===== config.mk =====
export PLATFORM = sky130hd
export DESIGN_NAME = period_meter
export DESIGN_NICKNAME = d
export VERILOG_FILES = /design/src/rtl/period_meter_pkg.sv /design/src/rtl/sync_edge_detect.sv /design/src/rtl/period_meter.sv
export SDC_FILE = /design/constraint.sdc
export NUM_CORES = 1
export LEC_CHECK = 0
export CAP_MARGIN = 0
export CORE_AREA = 2 2 99 77
export DETAILED_ROUTE_END_ITERATION = 7
export DIE_AREA = 0 0 101 79
export PLACE_DENSITY = 0.62
export SETUP_SLACK_MARGIN = 0.05
export SYNTH_ARGS = -nofsm -noshare
export SYNTH_HDL_FRONTEND = slang
export SYNTH_HIERARCHICAL = 1
export SYNTH_SLANG_ARGS = --single-unit

===== constraint.sdc =====
create_clock -name clk -period 2.5 [get_ports clk]
set_input_delay 0.75 -clock clk [delete_from_list [all_inputs] [get_ports clk]]
set_output_delay 0.75 -clock clk [all_outputs]
set_load 0.01 [all_outputs]

===== src/rtl/period_meter_pkg.sv =====
// Shared types and defaults for the period meter and its display consumers.
package period_meter_pkg;

  typedef enum logic [0:0] {
    ST_IDLE    = 1'b0,
    ST_MEASURE = 1'b1
  } pm_state_t;

  localparam int          CNT_W_DEF   = 32;
  localparam int unsigned TIMEOUT_DEF = 32'd200_000_000;
  localparam int unsigned CLK_HZ      = 32'd100_000_000;

endpackage


===== src/rtl/sync_edge_detect.sv =====
// Two-flop synchroniser plus an edge register; reports single-cycle rise/fall
// of an asynchronous level. Reusable for button and sensor lines.
module sync_edge_detect (
  input  logic clk,
  input  logic reset,
  input  logic din,
  output logic rise,
  output logic fall
);

  logic s1_r;
  logic s2_r;
  logic s3_r;

  // synchroniser chain (s1, s2) followed by the edge-compare register s3
  always_ff @(posedge clk) begin
    if (reset) begin
      s1_r <= 1'b0;
      s2_r <= 1'b0;
      s3_r <= 1'b0;
    end else begin
      s1_r <= din;
      s2_r <= s1_r;
      s3_r <= s2_r;
    end
  end

  assign rise = s2_r & ~s3_r;
  assign fall = ~s2_r & s3_r;

endmodule


===== src/rtl/period_meter.sv =====
// Period meter: counts clk cycles between rising edges of sig_in, with a sticky
// stall timeout. Define PERIOD_METER_DUTY_EN to also report the high time.
module period_meter
  import period_meter_pkg::*;
#(
  parameter int          CNT_W   = CNT_W_DEF,
  parameter int unsigned TIMEOUT = TIMEOUT_DEF
) (
  input  logic             clk,
  input  logic             reset,
  input  logic             sig_in,
  output logic [CNT_W-1:0] period,
  output logic             period_valid,
  output logic             timeout
`ifdef PERIOD_METER_DUTY_EN
  ,
  output logic [CNT_W-1:0] high_cycles
`endif
);

  localparam logic [CNT_W-1:0] CNT_ONE  = CNT_W'(1);
  localparam logic [CNT_W-1:0] TMO_LAST = CNT_W'(TIMEOUT - 32'd1);

  pm_state_t        state_r;
  logic [CNT_W-1:0] cnt_r;
  logic [CNT_W-1:0] cnt_inc_s;
  logic             rise_s;
  logic             fall_s;

  sync_edge_detect u_sync (
    .clk   (clk),
    .reset (reset),
    .din   (sig_in),
    .rise  (rise_s),
    .fall  (fall_s)
  );

  assign cnt_inc_s = cnt_r + CNT_ONE;

  // measurement FSM; a rise in the terminal-count cycle takes priority over timeout
  always_ff @(posedge clk) begin
    if (reset) begin
      state_r      <= ST_IDLE;
      cnt_r        <= {CNT_W{1'b0}};
      period       <= {CNT_W{1'b0}};
      period_valid <= 1'b0;
      timeout      <= 1'b0;
    end else begin
      period_valid <= 1'b0;
      case (state_r)
        ST_IDLE: begin
          cnt_r <= {CNT_W{1'b0}};
          if (rise_s) begin
            state_r <= ST_MEASURE;
          end else begin
            state_r <= ST_IDLE;
          end
        end
        ST_MEASURE: begin
          if (rise_s) begin
            period       <= cnt_inc_s;
            period_valid <= 1'b1;
            timeout      <= 1'b0;
            cnt_r        <= {CNT_W{1'b0}};
            state_r      <= ST_MEASURE;
          end else if (cnt_r == TMO_LAST) begin
            timeout <= 1'b1;
            cnt_r   <= {CNT_W{1'b0}};
            state_r <= ST_IDLE;
          end else begin
            cnt_r   <= cnt_inc_s;
            state_r <= ST_MEASURE;
          end
        end
        default: begin
          cnt_r   <= {CNT_W{1'b0}};
          state_r <= ST_IDLE;
        end
      endcase
    end
  end

`ifdef PERIOD_METER_DUTY_EN
  logic [CNT_W-1:0] hi_cnt_r;
  logic             fall_seen_r;

  // high time: latched on fall, published with period; no fall means fully high
  always_ff @(posedge clk) begin
    if (reset) begin
      hi_cnt_r    <= {CNT_W{1'b0}};
      fall_seen_r <= 1'b0;
      high_cycles <= {CNT_W{1'b0}};
    end else begin
      case (state_r)
        ST_IDLE: begin
          if (rise_s) begin
            hi_cnt_r    <= {CNT_W{1'b0}};
            fall_seen_r <= 1'b0;
          end else begin
            hi_cnt_r    <= hi_cnt_r;
            fall_seen_r <= fall_seen_r;
          end
        end
        ST_MEASURE: begin
          if (rise_s) begin
            high_cycles <= fall_seen_r ? hi_cnt_r : cnt_inc_s;
            hi_cnt_r    <= {CNT_W{1'b0}};
            fall_seen_r <= 1'b0;
          end else if (fall_s) begin
            hi_cnt_r    <= cnt_inc_s;
            fall_seen_r <= 1'b1;
          end else begin
            hi_cnt_r    <= hi_cnt_r;
            fall_seen_r <= fall_seen_r;
          end
        end
        default: begin
          hi_cnt_r    <= {CNT_W{1'b0}};
          fall_seen_r <= 1'b0;
        end
      endcase
    end
  end
`else
  logic unused_fall_s;
  assign unused_fall_s = fall_s;
`endif

endmodule

* Word level (Yosys, flattened, before mapping)
Cells that the tools add are included.
** Storage, ports and cells
- Word-level logic and storage cells :: 26
- Input port bits :: 3
- Register bits after elaboration :: 70
- Output and inout port bits :: 34
** Cells by class
- Multiplexer cells :: 9
- Add/subtract/negate cells :: 1
- Eq/ne operators :: 1
- Bitwise gates (word level) :: 3
- Reductions and logical operators :: 4
** Operators by type and width (count)
- $mux W32 :: 2
- $pmux W32 S2 :: 1
- $add A32 B1 Y32 const B :: 1
- $eq A32 B28 Y1 const B :: 1
- $mux W1 :: 5
- $reduce_and A2 Y1 :: 2
- $not A1 Y1 :: 2
- $pmux W1 S2 :: 1
- $reduce_bool A2 Y1 :: 1
- $reduce_or A2 Y1 :: 1
- $and A1 B1 Y1 :: 1

* Depth between registers and ports, before layout
Gate-level depths: netlist of run 1.
- Depth after elaboration :: 4
- Gate-level depth with buffers :: 7
- Depth with buffers taken out :: 6

* Modules after synthesis
The synthesis of run 1 kept the hierarchy.
** Modules (own cells, without submodules)
- period_meter :: cells each 359, instances 1, area each 2971.6 sq um
- sync_edge_detect :: cells each 8, instances 1, area each 91.3 sq um

* Least setup slack after synthesis of run 1
OpenSTA, ideal clock, no wires.
- Path kind :: reg2reg
- Start point :: register cnt_r[0]
- End point :: register period[22]
- Arrival :: 2.022 ns
- Required time :: 2.438 ns
- Setup time :: 0.062 ns
- Stages on the path, launching flop included :: 7
- Slack :: 0.416 ns
- Cell sequence :: dfxtp_1 -> ha_1 -> nand4_1 -> or4_1 -> buf_2 -> or4_1 -> nand3_1
** Between the ends
- Longest elaborated chain between the ends :: 1
** RTL lines
- start: declaration :: line period_meter.sv:25 : logic [CNT_W-1:0] cnt_r;
- start signal: assignment :: line period_meter.sv:44 : cnt_r <= {CNT_W{1'b0}};
- start signal: assignment :: line period_meter.sv:52 : cnt_r <= {CNT_W{1'b0}};
- start signal: assignment :: line period_meter.sv:64 : cnt_r <= {CNT_W{1'b0}};
- $add A32 B1 Y32 :: line period_meter.sv:38 : assign cnt_inc_s = cnt_r + CNT_ONE;
- end signal: assignment :: line period_meter.sv:45 : period <= {CNT_W{1'b0}};
- end signal: assignment :: line period_meter.sv:61 : period <= cnt_inc_s;
- end: declaration :: line period_meter.sv:12 : output logic [CNT_W-1:0] period,
No other way between the ends.
A chain may end at the register's enable or synchronous reset.

* Worst setup path after layout of run 1
- Start point :: register cnt_r[1]
- End point :: register period[22]
The elaborated chain is that of the path after synthesis.

==> results of run 1 <==
## area by class of cell
cell class                      instances  area (um2)  area share, %
Clock buffer                            9         124           3.27
Tap cell                               87         109           2.88
Sequential cell                        70        1400           37.0
Clock inverter                          7        72.6           1.92
Inverter                               10        37.5          0.991
Multi-Input combinational cell        261        1530           40.3
Timing Repair Buffer                   55         515           13.6
## placed cells by master, fill, tap and decap left out, types with 2 or more instances in the layout
master / instances
nand3b_1: 2
nand3_1: 30
a21o_1: 3
clkdlybuf4s50_1: 36
and4_1: 3
buf_4: 18
nor3_1: 9
xor2_1: 4
nand2_1: 41
o211ai_1: 10
xnor2_1: 9
or4_1: 15
clkinvlp_4: 2
o31ai_1: 4
clkbuf_8: 9
nor4_1: 12
nand4_1: 17
o21ai_0: 26
a21oi_1: 20
and3_1: 2
a32oi_1: 2
or3_1: 12
clkinv_2: 2
nor4b_1: 2
dfxtp_1: 70
a211o_1: 5
nor2b_1: 4
nor2_1: 19
inv_1: 10
## where the power goes
group          leakage (uW)  switching (uW)  internal, uW  total, uW
registers          0.000564            2.06          1120       1120
clock network     0.0000956             438           462        900
logic              0.000541            23.8          13.6       37.4
## routing by layer
layer | global-route usage, % | vias to the layer above | routed length, um
li1 | - | 1428 | -
met1 | 31.1 | 1319 | 3760
met2 | 28.3 | 73 | 3130
met3 | 5.11 | 2 | 529
met4 | 7.97 | 0 | 39
met5 | 0 | - | 0
## tightest hold or removal path, cell delays in order (launching register included)
cell and delay, ns:
dfxtp_1 0.33, nand2_1 0.04, o21ai_0 0.05
## metrics by stage
step | worst slack (ns) | instances | util (%)
2_1_floorplan | 0.416 | 366 | -
3_3_place_gp | 0.187 | 481 | 50.4
3_5_place_dp | 0.175 | 481 | 50.4
4_1_cts | 0.161 | 497 | 53.2
5_1_grt | 0.0526 | 499 | 53.4
6_report | 0.194 | 499 | 53.4
## registers in the layout, indices dropped and copies added (netlist names)
register / count
cnt_r: 32
period: 32
period_valid: 1
state_r: 1
timeout: 1
u_sync/s1_r: 1
u_sync/s2_r: 1
u_sync/s3_r: 1
## worst max path at each step
stage / startpoint / endpoint / slack [ns]
detailed placement: cnt_r[1] / period[22] / 0.17
global route: cnt_r[1] / period[22] / 0.05
floorplan: cnt_r[0] / period[22] / 0.42
global placement: reset / period[28] / 0.19
CTS: cnt_r[1] / period[22] / 0.16
finish: cnt_r[1] / period[22] / 0.19
==> results.json, run 1 <==
{
  "powerDensity_nw_per_um2": 543,
  "ir_worst_vdd_v": 0.000311,
  "synth_cells": 366,
  "hold_viol": 0,
  "synth.avg_cell_area_um2": 8.35,
  "syn2layout_area_growth_pct": 23.9,
  "yosys_warnings": 6,
  "setup_viol": 0,
  "cp.depth": 6,
  "rsz0062_at_grt": "no",
  "placed_area_um2": 3570,
  "critPathBufInv": 1,
  "drc": 0,
  "io_pins": 37,
  "min_to": "period[4]",
  "place.gp.congestion": 0.825,
  "cts_hold_buf": 0,
  "rows": 27,
  "cpMostUsedCell": "or4_1",
  "nets": 411,
  "hold_slack_ns": 0.454,
  "diodes": 0,
  "min_period_ns": 2.31,
  "crit_fanout": 21,
  "fin_skew_ns": 0.00868,
  "r2r_cells": 6,
  "worst_path_max_delay_cell": "or4_1",
  "reg2reg_slack_ns": 0.19,
  "worstPathRequired_ns": 2.78,
  "drive_gt1_share_pct": 9.95,
  "clock-sinks": 70,
  "hpwl_mm": 5.20,
  "grt_pass1_vias": 2614,
  "finalInstanceArea_um2": 3790,
  "h-tree-depth": 3,
  "cts_made_buffers": 9,
  "fmax_mhz": 434,
  "critical_path_class": "flop to flop",
  "cp-start-kind": "flop",
  "dieArea_um2": 7980,
  "cap_violations": 0,
  "wl_per_cell_um": 14.9,
  "initial_utilization_pct": 43.1,
  "maxSlewHeadroom_pct": 60.7,
  "drt_pass1_iterations": 4,
  "power.leakage_uw": 0.00120,
  "worstReg2RegStart": "cnt_r[1]",
  "tightest_slew_ns": 0.585,
  "worstSetupEndpointType": "flop",
  "grt_pass1_wl_mm": 13.0,
  "syn_nets": 370,
  "cts_setup_buffers": 0,
  "post-route-period-util_pct": 92.2,
  "slowest_delay_ns": 0.56,
  "min_path_cells": 2,
  "die_height_um": 79,
  "worstSkewPairLatency_ns": 0.34,
  "grt_overflow": 0,
  "core_um2": 7090,
  "root_buffer": "clkbuf_8",
  "crit_arrival_ns": 2.59,
  "rr_endpoint": "period[22]",
  "cts-resized-gates": 0,
  "grt_max_degree": 28,
  "finalPower_uw": 2060,
  "critPathTopFamily": "simple AND/OR/NAND/NOR gates",
  "die_w_um": 101,
  "synthesis.area_um2": 3060,
  "path_cells": "ha_1 -> nand4_1 -> or4_1 -> buf_4 -> or4_1 -> nand3_1",
  "hp-start": "period[4]",
  "fillers": 707,
  "finalSetupTns_ns": 0,
  "totalWireLength_mm": 7.46,
  "ant_nets": 0,
  "drv_slew": 0,
  "cts_tree": "built",
  "vias": 2822,
  "avgViaCountPerCell": 5.66,
  "grt_usage_pct": 20.8,
  "antenna_found_initial": 0,
  "hp-class": "flop to flop",
  "clkTransAtPathRegs_ns": 0.08,
  "portBuffers": 36,
  "drtIter0Drc": 174,
  "status": "completed",
  "cts.path.max_buffers": 2
}
Note: power is estimated with default switching activity, not from simulation.
==> run 2, diff against run 1 <==
--- a/config.mk
+++ b/config.mk
@@ -7,6 +7,7 @@
 export LEC_CHECK = 0
 export CAP_MARGIN = 0
 export CORE_AREA = 2 2 99 77
+export CTS_CLUSTER_SIZE = 28
 export DETAILED_ROUTE_END_ITERATION = 7
 export DIE_AREA = 0 0 101 79
 export PLACE_DENSITY = 0.62
==> results of run 2 <==
Final layout, timing and power as in run 1 (identical DEF).
